===== src/rtl/rtc_write_sequencer.sv =====
`timescale 1ns/1ps
// -----------------------------------------------------------------------------
// rtc_write_sequencer
//
// Writes a snapshot of N_REGS BCD bytes to an RTC over a multiplexed
// address/data bus. Each register takes four bus phases (ADDR, ADDR_GAP, DATA,
// DATA_GAP) of T_PHASE clocks each. When the last register is written the
// sticky listo_guardar flag is raised for the RTC control FSM.
//
// Handshake: enable_escribir is a level request. A sequence starts on an edge
// where enable_escribir=1 and listo_guardar=0; dropping enable_escribir in any
// busy state aborts the sequence on the next edge. listo_guardar stays set
// until reset_lg (or reset) clears it, and no new sequence starts while it is
// set.
//
// Ports:
//   clk             system clock
//   reset           synchronous, active-high reset
//   enable_escribir level write request from the RTC control FSM
//   reset_lg        clears listo_guardar
//   data_in         N_REGS BCD bytes, byte i goes to ADDR_TABLE byte i
//   listo_guardar   sticky completion flag
//   busy            high while a sequence is in progress
//   cs_n            RTC chip select, active low
//   rd_n            RTC read strobe, always 1
//   wr_n            RTC write strobe, active low
//   a_d             0 = address phase, 1 = data phase
//   ad_out          bus value
//   ad_oe           tri-state enable for ad_out
// -----------------------------------------------------------------------------
module rtc_write_sequencer #(
    parameter int                  N_REGS     = 9,
    parameter int                  T_PHASE    = 4,
    parameter logic [8*N_REGS-1:0] ADDR_TABLE = 72'h43_42_41_26_25_24_23_22_21
) (
    input  logic                clk,
    input  logic                reset,
    input  logic                enable_escribir,
    input  logic                reset_lg,
    input  logic [8*N_REGS-1:0] data_in,
    output logic                listo_guardar,
    output logic                busy,
    output logic                cs_n,
    output logic                rd_n,
    output logic                wr_n,
    output logic                a_d,
    output logic [7:0]          ad_out,
    output logic                ad_oe
);

    localparam int IW = (N_REGS > 1) ? $clog2(N_REGS) : 1;
    localparam int PW = $clog2(T_PHASE) + 1;

    typedef enum logic [2:0] {
        IDLE     = 3'd0,
        ADDR     = 3'd1,
        ADDR_GAP = 3'd2,
        DATA     = 3'd3,
        DATA_GAP = 3'd4,
        DONE     = 3'd5
    } state_t;

    state_t              state, state_n;
    logic [IW-1:0]       idx, idx_n;
    logic [PW-1:0]       cnt, cnt_n;
    logic [8*N_REGS-1:0] shadow, shadow_n;
    logic                listo_n;
    logic                start;
    logic                phase_end;

    logic                busy_n, cs_n_n, wr_n_n, a_d_n, ad_oe_n;
    logic [7:0]          ad_out_n;

    // State, counters, shadow and all outputs are registered together.
    always_ff @(posedge clk) begin
        if (reset) begin
            state         <= IDLE;
            idx           <= '0;
            cnt           <= '0;
            shadow        <= '0;
            listo_guardar <= 1'b0;
            busy          <= 1'b0;
            cs_n          <= 1'b1;
            rd_n          <= 1'b1;
            wr_n          <= 1'b1;
            a_d           <= 1'b1;
            ad_out        <= 8'h00;
            ad_oe         <= 1'b0;
        end else begin
            state         <= state_n;
            idx           <= idx_n;
            cnt           <= cnt_n;
            shadow        <= shadow_n;
            listo_guardar <= listo_n;
            busy          <= busy_n;
            cs_n          <= cs_n_n;
            rd_n          <= 1'b1;
            wr_n          <= wr_n_n;
            a_d           <= a_d_n;
            ad_out        <= ad_out_n;
            ad_oe         <= ad_oe_n;
        end
    end

    // Next state, counters and sticky flag.
    always_comb begin
        state_n   = state;
        idx_n     = idx;
        cnt_n     = cnt;
        shadow_n  = shadow;
        listo_n   = listo_guardar;
        start     = 1'b0;
        phase_end = (cnt == PW'(T_PHASE - 1));

        case (state)
            IDLE: begin
                start = enable_escribir && !listo_guardar;
            end
            ADDR, ADDR_GAP, DATA, DATA_GAP: begin
                if (!enable_escribir) begin
                    // Abort: the partial write is abandoned.
                    state_n = IDLE;
                    idx_n   = '0;
                    cnt_n   = '0;
                end else if (phase_end) begin
                    cnt_n = '0;
                    case (state)
                        ADDR:     state_n = ADDR_GAP;
                        ADDR_GAP: state_n = DATA;
                        DATA:     state_n = DATA_GAP;
                        default: begin
                            if (idx == IW'(N_REGS - 1)) begin
                                state_n = DONE;
                            end else begin
                                idx_n   = idx + IW'(1);
                                state_n = ADDR;
                            end
                        end
                    endcase
                end else begin
                    cnt_n = cnt + PW'(1);
                end
            end
            DONE: begin
                // A cleared flag with enable still high starts a fresh save.
                if (!enable_escribir) begin
                    state_n = IDLE;
                    idx_n   = '0;
                end else begin
                    start = !listo_guardar;
                end
            end
            default: begin
                state_n = IDLE;
                idx_n   = '0;
                cnt_n   = '0;
            end
        endcase

        if (start) begin
            state_n  = ADDR;
            idx_n    = '0;
            cnt_n    = '0;
            shadow_n = data_in;
        end

        // Entry into DONE beats a simultaneous reset_lg.
        if (state != DONE && state_n == DONE) begin
            listo_n = 1'b1;
        end else if (reset_lg) begin
            listo_n = 1'b0;
        end
    end

    // Bus values are derived from the next state so they change on the same
    // edge as the state; gap phases hold the previous bus value.
    always_comb begin
        busy_n   = 1'b0;
        cs_n_n   = 1'b1;
        wr_n_n   = 1'b1;
        a_d_n    = 1'b1;
        ad_out_n = 8'h00;
        ad_oe_n  = 1'b0;

        case (state_n)
            ADDR: begin
                busy_n   = 1'b1;
                cs_n_n   = 1'b0;
                wr_n_n   = 1'b0;
                a_d_n    = 1'b0;
                ad_oe_n  = 1'b1;
                ad_out_n = ADDR_TABLE[8*int'(idx_n) +: 8];
            end
            ADDR_GAP: begin
                busy_n   = 1'b1;
                a_d_n    = 1'b0;
                ad_oe_n  = 1'b1;
                ad_out_n = ad_out;
            end
            DATA: begin
                busy_n   = 1'b1;
                cs_n_n   = 1'b0;
                wr_n_n   = 1'b0;
                a_d_n    = 1'b1;
                ad_oe_n  = 1'b1;
                ad_out_n = shadow_n[8*int'(idx_n) +: 8];
            end
            DATA_GAP: begin
                busy_n   = 1'b1;
                a_d_n    = 1'b1;
                ad_oe_n  = 1'b1;
                ad_out_n = ad_out;
            end
            default: begin
                busy_n = 1'b0;
            end
        endcase
    end

endmodule


===== config.mk =====
export PLATFORM = sky130hd
export DESIGN_NAME = rtc_write_sequencer
export DESIGN_NICKNAME = d
export VERILOG_FILES = /design/src/rtl/rtc_write_sequencer.sv
export SDC_FILE = /design/constraint.sdc
export NUM_CORES = 1
export LEC_CHECK = 0
export ABC_CLOCK_PERIOD_IN_PS = 3350
export CAP_MARGIN = 20
export CORE_MARGIN = 2
export CORE_UTILIZATION = 30
export CTS_BUF_LIST = sky130_fd_sc_hd__clkbuf_16
export DETAILED_ROUTE_END_ITERATION = 7
export PLACE_DENSITY_LB_ADDON = 0.1
export SKIP_LAST_GASP = 1
export SLEW_MARGIN = 10
export SYNTH_ARGS = -nofsm -noshare
export SYNTH_HDL_FRONTEND = slang
export SYNTH_SLANG_ARGS = --single-unit

===== constraint.sdc =====
create_clock -name clk -period 3.35 [get_ports clk]
set_input_delay 0.67 -clock clk [delete_from_list [all_inputs] [get_ports clk]]
set_output_delay 0.67 -clock clk [all_outputs]
set_load 0.05 [all_outputs]

### Yosys cells after proc, flatten, opt, wreduce, memory -nomap -nowiden

Cells that the tools add are included.

* memory bits (read-only): 0
* register bits: 94
* output and inout bits: 15
* RAM bits: 0
* word-level logic and storage cells: 65
* input bits: 76
* bits in latches: 0
* memories: 0

* div/mod/pow operators: 0
* eq/ne operators: 13
* order comparisons: 0
* shifts and indexed selects: 2
* bitwise gates (word level): 0
* add/sub/neg operators: 2
* $mul: 0
* reductions and logical operators: 13
* mux-type cells: 26

Operator list (number)
* $mux 72: 1
* $shiftx 72x8->8: 1
* $shiftx 72x8->8 const A: 1
* $mux 4: 6
* $pmux 8 s3: 1
* $mux 3: 7
* $pmux 3 s3: 2
* $eq 3x2->1 const B: 5
* $eq 3x3->1 const B: 4
* $pmux 4 s3: 1
* $reduce_or 2->1: 5
* $reduce_or 4->1: 2
* $eq 3x1->1 const B: 2
* $mux 1: 6
* $pmux 3 s2: 1
* $add 4x1->4 const B: 1
* $eq 4x4->1 const B: 1
* $add 3x1->3 const B: 1
* $logic_not 3->1: 1
* $ne 3x3->1 const B: 1
* $reduce_or 3->1: 1
* $logic_and 1x1->1: 2
* $pmux 1 s2: 1
* $reduce_bool 2->1: 1
* $logic_not 1->1: 1

### Logic depth before layout (Yosys ltp)

* depth after elaboration: 10
* mapped depth: 12
* depth with buffers taken out: 10

### Worst setup path before layout

Ideal clock, no wire load.

* path type: reg2reg
* from: register cnt[0]
* to: register ad_out[6]
* clock period less this slack: 2.558 ns
* setup time: 0.122 ns
* path buffers: 0
* required time: 3.228 ns
* arrival time: 2.436 ns
* path slack: 0.792 ns
* cell stages (with the launch flop): 9
* cells stage by stage: dfxtp_1 -> ha_1 -> or3b_4 -> or4_4 -> o21ai_4 -> mux2_2 -> a31oi_1 -> nand2_1 -> a221o_1

* word-level cells in the longest chain between the ends: 8
* elaborated cells on any way between the ends: 17
* classes of those cells: eq/ne (5); shift (2); mux (9); reduce/logical (1)

Ends and longest elaborated chain
* start: declaration: line 65 `logic [PW-1:0] cnt, cnt_n;`
* start signal: assignment: line 92 `cnt <= cnt_n;`
* $eq 3x2->1 *: line 113 `phase_end = (cnt == PW'(T_PHASE - 1));`
* branches (longest 7 deep; another with $shiftx 72x8->8)
* end signal: assignment: line 100 `ad_out <= ad_out_n;`
* end: declaration: line 47 `output logic [7:0] ad_out,`

Every way passes the cells marked *.
A chain may end at the register's enable or synchronous reset.

### Worst setup path in the final report

* from: register state[0]
* to: register ad_out[7]

* word-level cells in the longest chain between the ends: 9
* elaborated cells on any way between the ends: 29
* classes of those cells: eq/ne (9); shift (2); mux (14); reduce/logical (4)

Ends and longest elaborated chain
* start: declaration: line 63 `state_t state, state_n;`
* start signal: assignment: line 90 `state <= state_n;`
* $eq 3x1->1 / $eq 3x2->1 (equally long branches): line 115, 127
* $reduce_or 3->1 (no source line) / $pmux 3 s3 (equally long branches)
* $mux 4 / $mux 3 (equally long branches): line 127, 125
* $mux 4 / $mux 3 (equally long branches): line 125, 120
* $mux 4 / $pmux 3 s3 (equally long branches): line 120, 115
* $pmux 4 s3 / $mux 3 (equally long branches): line 115, 160
* $mux 4, or another cell as far along: line 160 `if (start) begin`
* $shiftx 72x8->8, or another cell as far along: line 206 `ad_out_n = shadow_n[8*int'(idx_n) +: 8];`
* $pmux 8 s3: line 185 `case (state_n)`

Several ways; a longest one is shown, not always the timed one.

==> impl_metrics.toml <==
[synthesis]
xor_xnor_share_of_the_synthesized_area_pct = 0.583
synth.distinct_cells = 63
synth.area.mux_share_pct = 7.85
proportion_of_register_bits_with_asynchronous_set_or_reset_after_synthesis_pct = 0
netlist_area_um2 = 4510
synth_seq_area_share_pct = 41.7
synthFlopType = "sky130_fd_sc_hd__dfxtp_1"
dominant_cell_type_by_area_after_synthesis = "sky130_fd_sc_hd__dfxtp_1"
synth_nets = 647
synth_top_family_by_area = "simple AND/OR/NAND/NOR gates"
dominant_cells_by_area_after_synthesis = "sky130_fd_sc_hd__dfxtp_1, sky130_fd_sc_hd__nand2_1, sky130_fd_sc_hd__a21oi_1"
postSynthAreaPerCell_um2 = 7.94
yosysTopAreaCellShare_pct = 41.7
yosys_warnings = 0
adder_cell_share_of_the_synthesized_area_pct = 0.833
synthesis.instances = 568
synth-seq-cells = 94
synth_compound_area_share_pct = 20.3
synth_enable_flop_cells = 0
post_synth_and_or_nand_nor_area_fraction_pct = 23.2

[global_routing]
final_global_route_overflow_total = 0
largest_net_degree_at_the_start_of_global_routing = 58
number_of_antenna_violations_at_the_first_check_in_global_routing = 0
via_count_of_the_first_global_routing_pass = 4145
grt_use_total_pct = 18.4
first_pass_grt_wire_length_mm = 22.9

[timing]
post-route-period-util_pct = 92.3
fmax_mhz = 323
setup_slack_ps = 258
slew_headroom_pct = 60.0
setup_repair_after_global_routing_missed_its_margin = "no"
tightest_slew_ps = 599
finalCriticalPeriod_ps = 3090
final.hold.worst_slack_ps = 454
finalSetupViolCount = 0
final-hold-violation-count = 0
clock_skew_ps = 7.24
drv_slew = 0

[final_layout]
n_fill_cell = 1466
fin_util_pct = 40.7
fin_nets = 726
syn2layout_area_growth_pct = 31.6
share_of_layout_cells_above_drive_strength_1_pct = 8.74
antenna_cells_inserted = 0

[clocking]
post_cts.repair.setup_buffers = 0
hold_buffers = 0
clock_root_cell = "sky130_fd_sc_hd__clkbuf_16"
clkLatencyLatePin_ps = 360
cts_buffer_depth = 2
clock-sinks = 94
cts_made_buffers = 9
post_cts_resize_count = 0
cts_htree_levels = 3
cts_tree = "built"
cts.clk_slew.worst_paths_ps = 70

[detailed_routing]
detailed_route_via_count = 4234
first_pass_iters = 4
postRouteWirelength_mm = 14.4
dr.first_iter.drc_count = 233
route.antenna.remaining_nets = 0
post-route-drc-count = 0
route.detailed.vias_per_inst = 5.06
routedWlPerCell_um = 17.2

[outcome]
status = "complete, no violations"

[place]
detailedPlace.worstSlack_ps = -46.3
place_hpwl_mm = 10.7
numPortBuffers = 89
gp_congestion = 0.895

[die]
row_count = 44
floorplan.core_area_um2 = 14600
io-pin-count = 91
starting_density_of_the_core_pct = 30.9
die-area_um2 = 16000
chipHeight_um = 127
die_width_um = 127

[worst_setup_path]
cp.buffers_inverters = 2
cp_slowest_stage_delay_ps = 630
worst_path_dominant_cell_family = "compound AO/OA/AOI/OAI gates"
crit_type = "flip-flop to flip-flop"
timing.critical_path.to_type = "flip-flop"
worstSetupStartpointType = "flip-flop"
worst_path_most_repeated_cell = "sky130_fd_sc_hd__buf_4"
critical_path_cell_by_cell = "nor2_2 > xnor2_1 > a21oi_1 > buf_4 > o21ai_4 > buf_4 > o21ai_0 > o311ai_0 > nand3_1"
critical_path.max_fanout = 14
required_time_at_the_endpoint_of_the_critical_path_ps = 3570
cp_slowest_cell = "sky130_fd_sc_hd__dfxtp_1"
worstPathArrival_ps = 3310

[pwr]
power.static_leakage_uw = 0.00222
power_uw = 2610
peakVddDrop_v = 0.000215
powerDensity_nw_per_um2 = 441

[hold_path]
timing.hold.worst.class = "flip-flop to flip-flop"

[flow_run]
cap_violations = 0
==> cell families after synthesis <==
kind of cell	Yosys count
muxes	35
other	1
DFF	94
AOI/OAI and AO/OA	142
xor gates and xnor gates	3
buffers and inverters	50
adders and majority gates	3
and+or+nand+nor	240
==> sequential cells by signal, summed over array words and instances, names as in the netlist <==
name,flops
wr_n,1
ad_out,8
listo_guardar,1
shadow,72
cnt,3
idx,4
a_d,1
ad_oe,1
state,3
==> layout by cell type, fill, tap and decap left out, types with 3 or more instances in the layout <==
cell	count
sky130_fd_sc_hd__a21oi_1	71
sky130_fd_sc_hd__a2bb2oi_1	5
sky130_fd_sc_hd__a311oi_1	5
sky130_fd_sc_hd__a31oi_1	10
sky130_fd_sc_hd__and2_1	3
sky130_fd_sc_hd__and4_1	3
sky130_fd_sc_hd__buf_12	4
sky130_fd_sc_hd__buf_4	19
sky130_fd_sc_hd__clkbuf_16	9
sky130_fd_sc_hd__clkdlybuf4s50_1	88
sky130_fd_sc_hd__dfxtp_1	94
sky130_fd_sc_hd__ha_1	3
sky130_fd_sc_hd__inv_1	6
sky130_fd_sc_hd__mux2_2	3
sky130_fd_sc_hd__mux2i_1	32
sky130_fd_sc_hd__nand2_1	143
sky130_fd_sc_hd__nand3_1	17
sky130_fd_sc_hd__nand3b_1	3
sky130_fd_sc_hd__nand4_1	3
sky130_fd_sc_hd__nor2_1	39
sky130_fd_sc_hd__nor2b_1	4
sky130_fd_sc_hd__nor3_1	7
sky130_fd_sc_hd__o211ai_1	10
sky130_fd_sc_hd__o21ai_0	14
sky130_fd_sc_hd__or2_2	4
==> final cells by class <==
type | instances | area (um^2) | share of cell area [%]
Inverter | 6 | 22.5 | 0.380
Sequential cell | 94 | 1880 | 31.7
Tap cell | 184 | 230 | 3.88
Clock buffer | 9 | 225 | 3.80
Timing Repair Buffer | 112 | 1110 | 18.7
Multi-Input combinational cell | 424 | 2390 | 40.3
Clock inverter | 7 | 71.3 | 1.20
==> synthesized netlist by cell type, types with 4 or more instances <==
cell                        number
sky130_fd_sc_hd__a21oi_1        71
sky130_fd_sc_hd__a2bb2oi_1       5
sky130_fd_sc_hd__a311oi_1        5
sky130_fd_sc_hd__a31oi_1        10
sky130_fd_sc_hd__buf_2          14
sky130_fd_sc_hd__buf_4           6
sky130_fd_sc_hd__clkbuf_1       22
sky130_fd_sc_hd__dfxtp_1        94
sky130_fd_sc_hd__inv_1           6
sky130_fd_sc_hd__mux2i_1        32
sky130_fd_sc_hd__nand2_1       144
sky130_fd_sc_hd__nand3_1        17
sky130_fd_sc_hd__nor2_1         39
sky130_fd_sc_hd__nor2b_1         4
sky130_fd_sc_hd__nor3_1          7
sky130_fd_sc_hd__o211ai_1       10
sky130_fd_sc_hd__o21ai_0        14
sky130_fd_sc_hd__or2_2           4
==> per-layer routing <==
metal | vias up | part of all wire, % | routed length (um) | GRT usage, %
li1 | 2141 | - | - | -
met1 | 1999 | 49 | 6990 | 24.7
met2 | 81 | 46 | 6650 | 29.6
met3 | 13 | 3.9 | 556 | 4.22
met4 | 0 | 1.2 | 166 | 5.11
met5 | - | 0 | 0 | 0
==> report_power, final <==
group | total, uW | internal (uW) | switching (uW)
sequential | 1210 | 1180 | 33.4
clock | 1050 | 580 | 471
combinational | 353 | 167 | 186
total | 2610 | 1920 | 690
==> final timing paths <==
| check | cells past startpoint | end | slack, ps | from |
|---|---|---|---|---|
| setup / recovery | 9 | ad_out[7] | 260 | state[0] |
| hold / removal | 2 | shadow[23] | 450 | shadow[23] |
| setup reg to reg | 9 | ad_out[7] | 260 | state[0] |
| hold reg to reg | 2 | shadow[23] | 450 | shadow[23] |
==> tightest hold or removal path: cells and delay by family, from the launching register on <==
kind	cells	cell delay, ps
flip-flops	1	310
AND/OR/NAND/NOR	1	50
AO/OA/AOI/OAI	1	50
==> metrics by stage <==
step	area, um^2	std cells	TNS [ps]
5_1_grt	5930	836	0
3_5_place_dp	5640	820	-46.3
4_1_cts	5930	836	0
6_report	5930	836	0
2_1_floorplan	4510	568	0
3_3_place_gp	5640	820	-73.1
Note: power is estimated with default switching activity, not from simulation.
